===== src/rtl/dec_pkg.sv =====
// Shared types for the pipelined code-to-vector decoder.
// Holds the decode mode encodings and the request bundle used by the skid entry.
package dec_pkg;

   localparam logic MODE_ONEHOT = 1'b0;
   localparam logic MODE_THERMO = 1'b1;

   // Widest code any instance may carry.
   localparam int CODE_W_MAX = 16;

   typedef struct packed {
      logic [CODE_W_MAX-1:0] code;
      logic                  mode;
   } dec_req_t;

endpackage


===== src/rtl/dec_core.sv =====
// Combinational decode of (code, mode) into a one-hot or thermometer vector.
// Ports: code/mode in; vec (OUT_N bits) and err (code >= OUT_N) out.
module dec_core
   import dec_pkg::*;
#(
   parameter int IN_W  = 7,
   parameter int OUT_N = 128
) (
   input  logic [IN_W-1:0]  code,
   input  logic             mode,
   output logic [OUT_N-1:0] vec,
   output logic             err
);

   // One extra bit so OUT_N = 2**IN_W is representable.
   localparam logic [IN_W:0] LIMIT = (IN_W+1)'(OUT_N);

   logic [IN_W:0] c;
   assign c = {1'b0, code};

   always_comb begin
      err = (c >= LIMIT);
      vec = '0;
      for (int i = 0; i < OUT_N; i++) begin
         unique case (1'b1)
            (mode == MODE_THERMO):
               vec[i] = ((IN_W+1)'(i) <= c);
            default:
               vec[i] = (c == (IN_W+1)'(i));
         endcase
      end
      if (err) begin
         vec = (mode == MODE_THERMO) ? '1 : '0;
      end
   end

endmodule


===== src/rtl/dec_pipe_n.sv =====
// Pipelined code-to-vector decoder with a 1-entry skid and an error counter.
// Ports: clk, rst, in_valid/in_ready/in_code/in_mode, out_valid/out_ready/out_vec/out_err, err_cnt, clr_err.
module dec_pipe_n
   import dec_pkg::*;
#(
   parameter int IN_W     = 7,
   parameter int OUT_N    = 128,
   parameter int ERRCNT_W = 8
) (
   input  logic                clk,
   input  logic                rst,
   input  logic                in_valid,
   output logic                in_ready,
   input  logic [IN_W-1:0]     in_code,
   input  logic                in_mode,
   output logic                out_valid,
   input  logic                out_ready,
   output logic [OUT_N-1:0]    out_vec,
   output logic                out_err,
   output logic [ERRCNT_W-1:0] err_cnt,
   input  logic                clr_err
);

   if (OUT_N < 1 || OUT_N > (1 << IN_W)) begin : g_bad_n
      $error("dec_pipe_n: OUT_N must be in 1..2**IN_W");
   end
   if (IN_W < 1 || IN_W > CODE_W_MAX) begin : g_bad_w
      $error("dec_pipe_n: IN_W must be in 1..CODE_W_MAX");
   end

   localparam logic [ERRCNT_W-1:0] CNT_MAX = '1;

   dec_req_t         in_req;
   dec_req_t         skid;
   dec_req_t         src;
   logic             skid_v;
   logic             in_fire;
   logic             out_fire;
   logic             out_free;
   logic             load_out;
   logic             skid_wr;
   logic             ov_n;
   logic             skid_v_n;
   logic [OUT_N-1:0] core_vec;
   logic             core_err;

   always_comb begin
      in_req      = '0;
      in_req.code = CODE_W_MAX'(in_code);
      in_req.mode = in_mode;
   end

   // Flop output, so in_ready is registered.
   assign in_ready = ~skid_v;

   assign in_fire  = in_valid & in_ready;
   assign out_fire = out_valid & out_ready;
   assign out_free = ~out_valid | out_ready;

   // Skid is older than any new request, so it loads first.
   assign src      = skid_v ? skid : in_req;
   assign load_out = out_free & (skid_v | in_fire);
   assign skid_wr  = in_fire & ~out_free;
   assign ov_n     = out_free ? (skid_v | in_fire) : 1'b1;
   assign skid_v_n = skid_wr | (skid_v & ~out_free);

   dec_core #(
      .IN_W  (IN_W),
      .OUT_N (OUT_N)
   ) u_core (
      .code (src.code[IN_W-1:0]),
      .mode (src.mode),
      .vec  (core_vec),
      .err  (core_err)
   );

   if (IN_W < CODE_W_MAX) begin : g_hi
      logic unused_hi;
      assign unused_hi = |src.code[CODE_W_MAX-1:IN_W];
   end

   always_ff @(posedge clk) begin
      if (rst) begin
         out_valid <= 1'b0;
         out_vec   <= '0;
         out_err   <= 1'b0;
         skid_v    <= 1'b0;
         skid      <= '0;
         err_cnt   <= '0;
      end else begin
         out_valid <= ov_n;
         skid_v    <= skid_v_n;
         if (load_out) begin
            out_vec <= core_vec;
            out_err <= core_err;
         end
         if (skid_wr) begin
            skid <= in_req;
         end
         if (clr_err) begin
            err_cnt <= '0;
         end else if (out_fire && out_err && err_cnt != CNT_MAX) begin
            err_cnt <= err_cnt + 1'b1;
         end
      end
   end

endmodule

===== config.mk =====
export PLATFORM = sky130hd
export DESIGN_NAME = dec_pipe_n
export DESIGN_NICKNAME = d
export VERILOG_FILES = /design/src/rtl/dec_pkg.sv /design/src/rtl/dec_core.sv /design/src/rtl/dec_pipe_n.sv
export SDC_FILE = /design/constraint.sdc
export NUM_CORES = 1
export LEC_CHECK = 0
export ABC_AREA = 1
export BUFFER_PORTS_ARGS = -buffer_cell sky130_fd_sc_hd__buf_2
export CAP_MARGIN = 20
export CORE_MARGIN = 3
export CORE_UTILIZATION = 45
export CTS_BUF_LIST = sky130_fd_sc_hd__clkbuf_8
export CTS_CLUSTER_SIZE = 12
export DETAILED_ROUTE_END_ITERATION = 16
export GPL_ROUTABILITY_DRIVEN = 0
export PLACE_DENSITY = 0.69
export SYNTH_ARGS = -nofsm -noshare
export SYNTH_HDL_FRONTEND = slang
export SYNTH_SLANG_ARGS = --single-unit
export TNS_END_PERCENT = 10

===== constraint.sdc =====
create_clock -name clk -period 2.4 [get_ports clk]
set_input_delay 0.24 -clock clk [delete_from_list [all_inputs] [get_ports clk]]
set_output_delay 0.24 -clock clk [all_outputs]
set_load 0.05 [all_outputs]

==> impl_metrics.py, run 1 <==
metrics = {
    "logic_synthesis": {
        "synthesis.instances": 1046,
        "synth_area_leaders": "dfxtp_1 40%, o21ai_0 11%, nand2_1 11%",
        "synth_area_mm2": 0.00685,
        "synth_seq_cells": 138,
        "yosysWarningCount": 0,
        "synth_top_area_cell": "dfxtp_1",
        "synth_cell_types": 30,
        "seq_area_frac_synth_pct": 40.4,
        "syn_area_per_cell_um2": 6.54,
        "synth_top_area_share_pct": 40.4,
    },
    "timing": {
        "min_period_ns": 2.32,
        "relSlewSlack_pct": 55.4,
        "worst_pin_slew_ns": 0.667,
        "max_freq_mhz": 431,
        "min_period_over_period_pct": 96.8,
        "finalHoldViolations": 0,
        "finalSetupViolCount": 0,
        "rsz0062_at_grt": "false",
        "skew_ns": 0.0107,
        "finalSetupTns_ns": 0,
        "drv_slew": 0,
    },
    "power_and_ir_drop": {
        "peakVddDrop_v": 0.000319,
        "leakage_nw": 3.93,
        "pwr_density_cell_mw_per_mm2": 768,
    },
    "hold_path": {
        "holdPathStages": 3,
        "min_path_type": "primary input to register",
    },
    "routing": {
        "wl_per_cell_um": 18.7,
        "firstDrtPassIters": 5,
        "drc_errors": 0,
        "drt_first_iter_violations": 1093,
        "antenna_left": 0,
        "wl_um": 25900,
        "vias_per_cell": 5.68,
        "vias": 7873,
    },
    "floorplanning": {
        "die_height_um": 129,
        "die_w_um": 129,
        "start_util_pct": 46.6,
        "coreArea_mm2": 0.0147,
        "io_pins": 152,
        "dieArea_mm2": 0.0167,
        "rows": 44,
    },
    "clocking": {
        "clk_pin_slew_ns": 0.08,
        "root_buffer": "clkbuf_8",
        "h-tree-depth": 4,
        "cts.sinks": 138,
        "clockBufferDepth": 2,
        "cts_tree": "done",
        "insertion_delay_ns": 0.47,
        "numCtsBuffers": 17,
        "cts_hold_buffers": 0,
    },
    "cells_and_area": {
        "syn_to_final_growth_pct": 20.7,
        "fin_area_mm2": 0.00826,
        "layout_commonest_cell": "nand2_1",
        "nets": 1202,
        "fillers": 1481,
        "diodes": 0,
        "final_cell_mix": "201 x nand2_1, 173 x nor2_1, 152 x o21ai_0",
        "layout-drive-gt1-share_pct": 20.6,
        "fin_util_pct": 56.2,
        "multi_input_area_mm2": 0.00353,
        "final-seq-area_mm2": 0.00276,
    },
    "critical_path": {
        "worstSetupPathType": "register to register",
        "critPathLaunchType": "register",
        "required_ns": 2.81,
        "critical_path_arrival_ns": 2.73,
        "endpoint_kind": "register",
        "worstPathMaxFanout": 15,
        "rr_worst_depth": 9,
    },
    "grt": {
        "grt_overflow": 0,
        "grt_max_degree": 102,
        "antenna_found_initial": 0,
        "grt_pass1_wl_um": 39800,
        "grt_pass1_vias": 7141,
        "grt_usage_pct": 30.9,
    },
    "placed_design": {
        "hpwl_um": 18500,
        "io_buffers": 141,
        "dpl_cell_area_mm2": 0.00782,
    },
    "status": {
        "status": "finished, final reports clean",
    },
    "flow_run": {
        "max_cap_viol_count": 0,
    },
}
metal layers:
layer,share of wire (%),GRT usage (%)
met3,13,9.15
met1,41,43.4
met2,41,43.7
met4,4.4,13.8
met5,0,0
worst max-delay path, stage by stage, from the launching register on:
cell and delay [ns]:
dfxtp_1 0.36, buf_4 0.20, buf_4 0.15, o21ai_4 0.38
nand2_2 0.24, nor2_2 0.49, nand3_1 0.13, nand3_1 0.19
nand2_1 0.07, inv_1 0.05
power breakdown:
group	leakage (nW)	total, W	internal, W	switching [W]
logic	2.58	0.00174	0.000374	0.00137
registers	1.14	0.00257	0.00247	0.0000976
clock network	0.210	0.00203	0.00110	0.000932
total	3.93	0.00634	0.00395	0.00240
cells in the mapped netlist:
cell      number
nor3_1         5
a21oi_1      132
nand3_1       38
dfxtp_1      138
nor2_1       177
clkinv_1       2
clkbuf_1      39
or2_2          1
buf_4         11
nand3_2        1
nand2_1      202
nand2_2       13
o21ai_0      152
a21oi_2        1
buf_1          2
inv_1         80
buf_2          5
nor2_2         9
o21ai_4        2
nand2_4        3
buf_8          1
conb_1         1
a22oi_1        2
o21ai_1        4
buf_6          1
o21ai_2        2
o211ai_1       6
o22ai_1        1
a31oi_1       14
inv_2          1
logic make-up after synthesis:
logic type      share of synthesized area [%]
compound gates                           24.2
buf+inv                                  8.76
flops                                    40.4
other cells                            0.0548
simple gates                             26.7
flip-flops by register name (all words and copies together) (netlist names):
register / cells
out_vec: 128
skid: 8
out_valid: 1
skid_v: 1
final cells by class:
cell class                      count  share of cell area, %
Clock inverter                     12                   1.77
Tap cell                          184                   2.79
Multi-Input combinational cell    774                   42.8
Clock buffer                       20                   3.33
Sequential cell                   138                   33.4
Inverter                           83                   3.77
Timing Repair Buffer              175                   12.1
through the flow:
step / hold WS (ns) / setup WS (ns) / power, W / std cells
2_1_floorplan: 0.388 / 0.582 / 0.00385 / 1054
3_3_place_gp: 0.449 / 0.185 / 0.00431 / 1354
3_5_place_dp: 0.454 / 0.145 / 0.00432 / 1354
4_1_cts: 0.0305 / 0.137 / 0.00632 / 1386
5_1_grt: 0.0503 / 0.00328 / 0.00660 / 1386
6_report: 0.0443 / 0.0775 / 0.00634 / 1386
final timing paths:
path	slack (ns)	startpoint	to
setup / recovery	0.08	skid_v	out_vec[114]
hold / removal	0.04	in_code[0]	skid[1]
setup reg to reg	0.08	skid_v	out_vec[114]
hold reg to reg	0.46	out_vec[127]	out_vec[127]
repair_timing:
action / 4_1_cts / 5_1_grt
gates resized for setup: 0 / 5
endpoints found under the hold margin: 0 / 0
setup buffers: 0 / 0
setup endpoints to repair: 0 / 10
No activity file was read; power rests on OpenSTA's default activity.
==> run 2, diff against run 1 <==
Settings changed: RECOVER_POWER set to 25.
==> impl_metrics.py, run 2 (synthesized netlist as in run 1, its figures left out) <==
metrics = {
    "routing": {
        "wl_per_cell_um": 18.8,
        "vias_per_cell": 5.69,
        "vias": 7888,
        "drt_first_iter_violations": 1182,
        "firstDrtPassIters": 7,
        "drc_errors": 0,
        "wl_um": 26000,
        "antenna_left": 0,
    },
    "clocking": {
        "numCtsBuffers": 17,
        "cts_tree": "done",
        "cts.sinks": 138,
        "cts_hold_buffers": 0,
        "insertion_delay_ns": 0.48,
        "clockBufferDepth": 2,
        "clk_pin_slew_ns": 0.08,
        "root_buffer": "clkbuf_8",
        "h-tree-depth": 4,
    },
    "timing": {
        "finalHoldViolations": 0,
        "min_period_over_period_pct": 97.5,
        "worst_pin_slew_ns": 0.637,
        "skew_ns": 0.0123,
        "finalSetupViolCount": 0,
        "max_freq_mhz": 427,
        "min_period_ns": 2.34,
        "rsz0062_at_grt": "false",
        "timing.hold.ws_ns": 0.0412,
        "drv_slew": 0,
        "relSlewSlack_pct": 57.4,
        "finalSetupTns_ns": 0,
    },
    "placed_design": {
        "io_buffers": 141,
        "dpl_cell_area_mm2": 0.00782,
        "dp_cells": 1354,
        "hpwl_um": 18500,
    },
    "floorplanning": {
        "dieArea_mm2": 0.0167,
        "start_util_pct": 46.6,
        "io_pins": 152,
        "die_w_um": 129,
        "coreArea_mm2": 0.0147,
        "rows": 44,
        "die_height_um": 129,
    },
    "flow_run": {
        "max_cap_viol_count": 0,
    },
    "power_and_ir_drop": {
        "pwr_density_cell_mw_per_mm2": 773,
        "leakage_nw": 3.68,
        "peakVddDrop_v": 0.000323,
    },
    "cells_and_area": {
        "layout_commonest_cell": "nand2_1",
        "multi_input_area_mm2": 0.00353,
        "nets": 1202,
        "diodes": 0,
        "regMostFlops": "out_vec",
        "final_cells": 1386,
        "final-seq-area_mm2": 0.00276,
        "syn_to_final_growth_pct": 19.5,
        "fillers": 1527,
        "final_cell_mix": "201 x nand2_1, 173 x nor2_1, 152 x o21ai_0",
        "fin_area_mm2": 0.00818,
        "layout-drive-gt1-share_pct": 15.3,
        "largest_reg_flops": 128,
        "reg_top3": "out_vec x128, skid x8",
        "fin_util_pct": 55.6,
    },
    "critical_path": {
        "critical_path_arrival_ns": 2.76,
        "worstSetupPathType": "register to register",
        "timing.rr.start": "skid_v",
        "critPathLaunchType": "register",
        "worstPathMaxFanout": 15,
        "endpoint_kind": "register",
        "crit_start": "skid_v",
        "required_ns": 2.82,
    },
    "hold_path": {
        "min_path_type": "primary input to register",
        "min_from": "in_code[0]",
    },
    "status": {
        "status": "finished, final reports clean",
    },
    "grt": {
        "grt_max_degree": 102,
        "grt_overflow": 0,
        "grt_pass1_wl_um": 39800,
        "grt_pass1_vias": 7141,
        "antenna_found_initial": 0,
        "grt_usage_pct": 30.9,
    },
}
[run 2: critical path: stages (launching register included)]
cell     delay, ns
dfxtp_1       0.36
buf_4         0.21
buf_4         0.15
o21ai_4       0.38
nand2_2       0.25
nor2_2        0.49
nand3_1       0.13
nand3_1       0.18
nand2_1       0.07
inv_1         0.05
[run 2: through the flow]
stage                     setup slack (ns)  total power (W)
final                               0.0596          0.00632
after detailed placement             0.145          0.00432
after floorplan                      0.582          0.00385
after CTS                            0.137          0.00632
after global placement               0.185          0.00431
after global routing               0.00328          0.00658
[run 2: metal layers]
| metal | vias to the layer above | track usage [%] | part of all wire (%) |
|---|---|---|---|
| li1 | 3698 | - | - |
| met4 | 0 | 13.8 | 4.5 |
| met2 | 556 | 43.7 | 41 |
| met1 | 3512 | 43.4 | 42 |
| met3 | 122 | 9.15 | 13 |
| met5 | - | 0 | 0 |
[run 2: worst paths after layout]
check / end / slack, ns / cells past startpoint
max: out_vec[114] / 0.06 / 9
min: skid[1] / 0.04 / 3
max reg2reg: out_vec[114] / 0.06 / 9
min reg2reg: out_vec[127] / 0.47 / 2
[run 2: timing repair]
action | 4_1_cts | 5_1_grt
setup endpoints to repair | 0 | 10
resized for setup | 0 | 5
buffers inserted | 0 | 0
[run 2: cell type report]
cell class / count / share of cell area (%)
Sequential cell: 138 / 33.8
Timing Repair Buffer: 175 / 11.2
Clock inverter: 12 / 1.79
Tap cell: 184 / 2.81
Multi-Input combinational cell: 774 / 43.2
Clock buffer: 20 / 3.37
Inverter: 83 / 3.81
[run 2: power breakdown]
| part | internal (W) | switching [W] | leakage (nW) | total (W) |
|---|---|---|---|---|
| clock network | 0.00110 | 0.000932 | 0.210 | 0.00203 |
| logic | 0.000350 | 0.00137 | 2.33 | 0.00172 |
| registers | 0.00247 | 0.000101 | 1.14 | 0.00257 |
